### src/rtl/lsu_pkg.sv
// Shared types and helpers for the load/store unit memory controller.
package lsu_pkg;

    // Access size encoding as presented by the execute stage; 2'b11 is illegal.
    typedef enum logic [1:0] {
        SZ_B = 2'b00,
        SZ_H = 2'b01,
        SZ_W = 2'b10
    } size_e;

    // Controller states.
    typedef enum logic [2:0] {
        IDLE  = 3'd0,
        RD    = 3'd1,
        DATA  = 3'd2,
        MERGE = 3'd3,
        WR    = 3'd4,
        RESP  = 3'd5
    } lsu_state_e;

    // Natural alignment check: halfwords on even addresses, words on multiples of four.
    function automatic logic is_misaligned(input logic [1:0] size, input logic [1:0] addr_lo);
        logic mis;
        mis = 1'b0;
        if (size == SZ_H) begin
            mis = addr_lo[0];
        end else if (size == SZ_W) begin
            mis = (addr_lo != 2'b00);
        end
        return mis;
    endfunction

endpackage

### src/rtl/lsu_align.sv
// Lane steering between a 32-bit memory word and byte/half/word accesses.
// Produces the extended load value and the read-modify-write store word.
module lsu_align
    import lsu_pkg::*;
(
    input  logic [31:0] word_i,
    input  logic [1:0]  addr_lo_i,
    input  logic [1:0]  size_i,
    input  logic        uns_i,
    input  logic [31:0] wdata_i,
    output logic [31:0] load_o,
    output logic [31:0] merge_o
);

    logic [4:0]  shamt;
    logic [7:0]  byte_sel;
    logic [15:0] half_sel;
    logic [31:0] byte_mask;
    logic [31:0] byte_ins;

    // Select the addressed lane, extend it, and splice store data into the word.
    always_comb begin
        shamt     = {addr_lo_i, 3'b000};
        byte_sel  = 8'(word_i >> shamt);
        half_sel  = addr_lo_i[1] ? word_i[31:16] : word_i[15:0];
        byte_mask = 32'h0000_00FF << shamt;
        byte_ins  = {24'b0, wdata_i[7:0]} << shamt;
        load_o    = word_i;
        merge_o   = wdata_i;
        case (size_i)
            SZ_B: begin
                load_o  = {{24{byte_sel[7] & ~uns_i}}, byte_sel};
                merge_o = (word_i & ~byte_mask) | byte_ins;
            end
            SZ_H: begin
                load_o  = {{16{half_sel[15] & ~uns_i}}, half_sel};
                merge_o = addr_lo_i[1] ? {wdata_i[15:0], word_i[15:0]}
                                       : {word_i[31:16], wdata_i[15:0]};
            end
            default: ;
        endcase
    end

endmodule

### src/rtl/lsu_mem_ctrl.sv
// Load/store controller in front of a word-only data memory. Sub-word
// stores are done as read-modify-write; loads are lane-selected and extended.
module lsu_mem_ctrl
    import lsu_pkg::*;
#(
    parameter int ADDR_W      = 32,
    parameter int DEPTH_WORDS = 1024
) (
    input  logic              clk,
    input  logic              rst,
    input  logic              req_valid,
    output logic              req_ready,
    input  logic              req_we,
    input  logic [1:0]        req_size,
    input  logic              req_unsigned,
    input  logic [ADDR_W-1:0] req_addr,
    input  logic [31:0]       req_wdata,
    output logic              resp_valid,
    output logic [31:0]       resp_rdata,
    output logic              resp_err,
    output logic              mem_wr_en,
    output logic              mem_rd_en,
    output logic [ADDR_W-1:0] mem_address,
    output logic [31:0]       mem_wdata,
    input  logic [31:0]       mem_rdata
);

    // One extra bit so the limit is representable even when it equals 2**ADDR_W.
    localparam logic [ADDR_W:0] ADDR_LIMIT = (ADDR_W+1)'(DEPTH_WORDS) << 2;

    lsu_state_e        state_q, state_d;
    logic              we_q, we_d;
    logic [1:0]        size_q, size_d;
    logic              uns_q, uns_d;
    logic [ADDR_W-1:0] addr_q, addr_d;
    logic [31:0]       wdata_q, wdata_d;
    logic              err_q, err_d;
    logic [31:0]       rdata_q, rdata_d;

    logic              req_err;
    logic [31:0]       load_val;
    logic [31:0]       merge_val;

    assign req_err = (req_size == 2'b11)
                  || is_misaligned(req_size, req_addr[1:0])
                  || ({1'b0, req_addr} >= ADDR_LIMIT);

    // The memory port always sees the word containing the latched address.
    assign mem_address = {addr_q[ADDR_W-1:2], 2'b00};

    lsu_align u_align (
        .word_i    (mem_rdata),
        .addr_lo_i (addr_q[1:0]),
        .size_i    (size_q),
        .uns_i     (uns_q),
        .wdata_i   (wdata_q),
        .load_o    (load_val),
        .merge_o   (merge_val)
    );

    // State and request registers; reset also kills any write strobe instantly.
    always_ff @(posedge clk or negedge rst) begin
        if (!rst) begin
            state_q <= IDLE;
            we_q    <= 1'b0;
            size_q  <= 2'b00;
            uns_q   <= 1'b0;
            addr_q  <= '0;
            wdata_q <= 32'h0;
            err_q   <= 1'b0;
            rdata_q <= 32'h0;
        end else begin
            state_q <= state_d;
            we_q    <= we_d;
            size_q  <= size_d;
            uns_q   <= uns_d;
            addr_q  <= addr_d;
            wdata_q <= wdata_d;
            err_q   <= err_d;
            rdata_q <= rdata_d;
        end
    end

    // Next-state logic and Moore outputs for the access sequence.
    always_comb begin
        state_d    = state_q;
        we_d       = we_q;
        size_d     = size_q;
        uns_d      = uns_q;
        addr_d     = addr_q;
        wdata_d    = wdata_q;
        err_d      = err_q;
        rdata_d    = rdata_q;
        req_ready  = 1'b0;
        resp_valid = 1'b0;
        resp_rdata = 32'h0;
        resp_err   = 1'b0;
        mem_wr_en  = 1'b0;
        mem_rd_en  = 1'b0;
        mem_wdata  = 32'h0;
        case (state_q)
            IDLE: begin
                req_ready = 1'b1;
                if (req_valid) begin
                    we_d    = req_we;
                    size_d  = req_size;
                    uns_d   = req_unsigned;
                    addr_d  = req_addr;
                    wdata_d = req_wdata;
                    err_d   = req_err;
                    rdata_d = 32'h0;
                    if (req_err) begin
                        state_d = RESP;
                    end else if (req_we && (req_size == SZ_W)) begin
                        state_d = WR;
                    end else begin
                        state_d = RD;
                    end
                end
            end
            RD: begin
                mem_rd_en = 1'b1;
                state_d   = we_q ? MERGE : DATA;
            end
            DATA: begin
                rdata_d = load_val;
                state_d = RESP;
            end
            MERGE: begin
                mem_wr_en = 1'b1;
                mem_wdata = merge_val;
                state_d   = RESP;
            end
            WR: begin
                mem_wr_en = 1'b1;
                mem_wdata = wdata_q;
                state_d   = RESP;
            end
            RESP: begin
                resp_valid = 1'b1;
                resp_rdata = rdata_q;
                resp_err   = err_q;
                state_d    = IDLE;
            end
            default: state_d = IDLE;
        endcase
    end

endmodule
### config.mk
export PLATFORM = sky130hd
export DESIGN_NAME = lsu_mem_ctrl
export DESIGN_NICKNAME = d
export VERILOG_FILES = /design/src/rtl/lsu_pkg.sv /design/src/rtl/lsu_align.sv /design/src/rtl/lsu_mem_ctrl.sv
export SDC_FILE = /design/constraint.sdc
export NUM_CORES = 1
export LEC_CHECK = 0
export BUFFER_PORTS_ARGS = -buffer_cell sky130_fd_sc_hd__buf_2
export CORE_MARGIN = 2
export CORE_UTILIZATION = 40
export DETAILED_ROUTE_END_ITERATION = 12
export GPL_TIMING_DRIVEN = 0
export PLACE_DENSITY = 0.64
export SLEW_MARGIN = 5
export SYNTH_ARGS = -nofsm -noshare
export SYNTH_HDL_FRONTEND = slang
export SYNTH_SLANG_ARGS = --single-unit
### constraint.sdc
create_clock -name clk -period 4.2 [get_ports clk]
set_input_delay 0.84 -clock clk [delete_from_list [all_inputs] [get_ports clk]]
set_output_delay 0.84 -clock clk [all_outputs]
set_load 0.05 [all_outputs]
==> reports/qor.yml <==
layout:
  syn_to_final_growth_pct: 25.2
  fin_util: 0.508
  layout-drive-gt1-share: 0.302
  fillers: 1624
  final_nets: 1098
  n_antenna_cell: 0
floorplan:
  die-height_um: 131
  coreArea_um2: 15800
  die_area_um2: 17000
  dieWidth_um: 131
  initial_core_util: 0.406
  ios: 204
  fp-row-count: 46
detailed_routing:
  wl_per_cell_um: 17.5
  vias_per_cell: 5.28
  ant_nets: 0
  remaining_drc_errors: 0
  wl_um: 21300
  drt_iter0_markers: 560
  dr.pass1.iters: 5
  dr_total_vias: 6424
outcome:
  outcome: "finished clean"
power_and_ir_drop:
  powerDensity_nw_per_um2: 826
  clockPowerShare: 0.132
  ir_drop_mv: 0.506
  internal_power_w: 0.00320
  switchingPower_w: 0.00342
  pwr-share-seq: 0.265
  power_frac_comb: 0.603
  p_leak_nw: 4.28
  switching_share: 0.517
setup_path:
  crit_chain: "buf_2 -> nor3b_2 -> a21o_1 -> buf_4 -> nand2_1 -> o21ai_0 -> buf_2"
  critical_path_peak_fanout: 10
  crit_required_ns: 3.36
  end_kind: "primary output"
  cp-start-kind: "flop"
  path_common_cell: "buf_2"
  cp_top_family: "buffers and inverters"
  worst_path_largest_cell_delay_ns: 0.55
  slowest_stage: "nor3b_2"
  crit_arrival_ns: 2.57
  critPathKind: "flop to primary output"
  cp.buffers_inverters: 3
placement:
  place_congestion: 0.912
  io_buffers: 201
  place_hpwl_um: 16000
sta:
  worst_pin_slew_ns: 0.693
  finalHoldViolations: 0
  setup_viol: 0
  period_share: 0.811
  rsz0062_at_grt: "no"
  min_period_ns: 3.41
  tns_ns: 0
  finClkSkew_ns: 0.0108
  slew_violations: 0
  maxSlewHeadroom: 0.538
  max_freq_mhz: 294
logic_synthesis:
  synth_warnings: 0
  ys_seq_area_frac: 0.406
  synth.area.top_cells: "dfrtp_1, nand2_1, buf_4"
  synth_top_area_frac: 0.406
  synth_flop_cell: "dfrtp_1"
  synth.most_common_cell: "nand2_1"
  synth-seq-cells: 104
  syn_inst: 781
  synth_cell_types: 53
  synth_top_area_cell: "dfrtp_1"
  synth-edff-count: 0
  syn_avg_cell_area_um2: 8.20
  synth_common_cells: "nand2_1, dfrtp_1, buf_4"
  syn_area_um2: 6410
  ys_async_sr_fraction: 1.00
cts:
  cts_tree: "yes"
  clockBufferDepth: 2
  root_buffer: "clkbuf_16"
  clkTransAtPathRegs_ns: 0.07
  cts_hold_buffers: 0
  cts.sinks: 104
  cts_setup_buffers: 0
  clock_latency_ns: 0.36
  cts_resized: 0
  cts_buffers: 9
  h-tree-depth: 3
grt:
  grt_usage: 0.251
  grt_pass1_vias: 5979
  grt_pass1_wl_um: 32500
  gr-total-overflow: 0
  grt_max_degree: 66
  antenna_found_initial: 1
flow_run:
  cap_viol_max_count: 0
min_path:
  hp-class: "primary input to asynchronous set/reset pin"
worst reg2reg max path, delay by kind of cell (launching register included):
family / cells / cell delay (ns)
buffers and inverters: 3 / 0.83
DFF: 1 / 0.35
and+or+nand+nor: 4 / 0.65
power groups by stage:
stage                     logic [W]  clock network [W]  registers (W)
final                       0.00399           0.000875        0.00176
after global routing        0.00431           0.000936        0.00181
after CTS                   0.00398           0.000896        0.00175
after detailed placement    0.00397                  0        0.00177
after global placement      0.00393                  0        0.00176
after floorplan             0.00308                  0        0.00167
cells by family after synthesis:
family	count (synthesis)	synth area share
flops	104	0.406
compound gates	180	0.199
mux	20	0.0350
simple gates	366	0.264
other cells	1	0.000585
buf+inv	110	0.0951
stage by stage:
step	setup slack [ns]	hold WS [ns]	total power, W	std cells	instance area, µm²
after floorplan	1.07	0.441	0.00475	782	6410
after global placement	1.07	0.454	0.00569	1199	7690
after detailed placement	1.22	0.462	0.00573	1200	7720
after CTS	0.822	0.472	0.00663	1216	8020
after global routing	0.688	0.495	0.00706	1216	8020
final	0.793	0.452	0.00662	1216	8020
cells in the final DEF, fill, tap and decap left out, types with 3 or more instances in the layout:
| cell | synthesis | routed |
|---|---|---|
| nand2_1 | 251 | 251 |
| buf_2 | 24 | 224 |
| a21o_1 | 23 | 23 |
| nor4_1 | 5 | 5 |
| a31oi_1 | 23 | 23 |
| o221ai_1 | 8 | 8 |
| a221oi_1 | 8 | 8 |
| nand3b_1 | 8 | 8 |
| dfrtp_1 | 104 | 104 |
| mux2_2 | 9 | 9 |
| or4bb_1 | 7 | 7 |
| inv_1 | 12 | 12 |
| o211ai_1 | 16 | 16 |
| nor2b_1 | 4 | 4 |
| and3b_1 | 3 | 3 |
| nor2_1 | 18 | 18 |
| o2111ai_1 | 9 | 9 |
| o21a_1 | 3 | 3 |
| clkbuf_1 | 29 | 29 |
| and2_1 | 35 | 35 |
| buf_4 | 40 | 41 |
| mux2i_1 | 10 | 10 |
| inv_6 | 0 | 4 |
| a21oi_1 | 27 | 27 |
| clkbuf_16 | 0 | 9 |
| nand3_1 | 7 | 7 |
| a221o_1 | 16 | 16 |
| o21ai_0 | 29 | 29 |
| nand2b_1 | 11 | 11 |
| o22a_1 | 7 | 7 |
| nor3_1 | 6 | 6 |
final timing paths:
path | start | to | slack [ns] | cells past startpoint
hold / removal | rst | wdata_q[28] | 0.45 | 1
hold reg to reg | rdata_q[12] | rdata_q[12] | 0.48 | 1
min in group clk | rdata_q[12] | rdata_q[12] | 0.48 | 1
setup / recovery | state_q[1] | mem_wdata[29] | 0.79 | 7
setup reg to reg | state_q[1] | wdata_q[17] | 2.27 | 7
max in group asynchronous | rst | addr_q[1] | 3.03 | 2
sequential cells by signal (all words and copies together), names as in the netlist:
register	cells
wdata_q	32
state_q	3
err_q	1
uns_q	1
size_q	2
addr_q	32
we_q	1
rdata_q	32
metal layers:
layer	up-vias	wire length (µm)	global-route usage
met4	0	706	0.0982
met5	-	0	0
met3	43	2160	0.0631
met1	2956	9130	0.346
met2	332	9340	0.381
li1	3093	-	-
area by class of cell:
cell class	count	area (µm²)	share of cell area
Inverter	12	45.0	0.00562
Clock inverter	7	77.6	0.00967
Buffer	98	564	0.0704
Sequential cell	104	2600	0.325
Tap cell	216	270	0.0337
Timing Repair Buffer	202	1040	0.129
Multi-Input combinational cell	568	3200	0.399
Clock buffer	9	225	0.0281
Power figures use the tool's default switching activity.
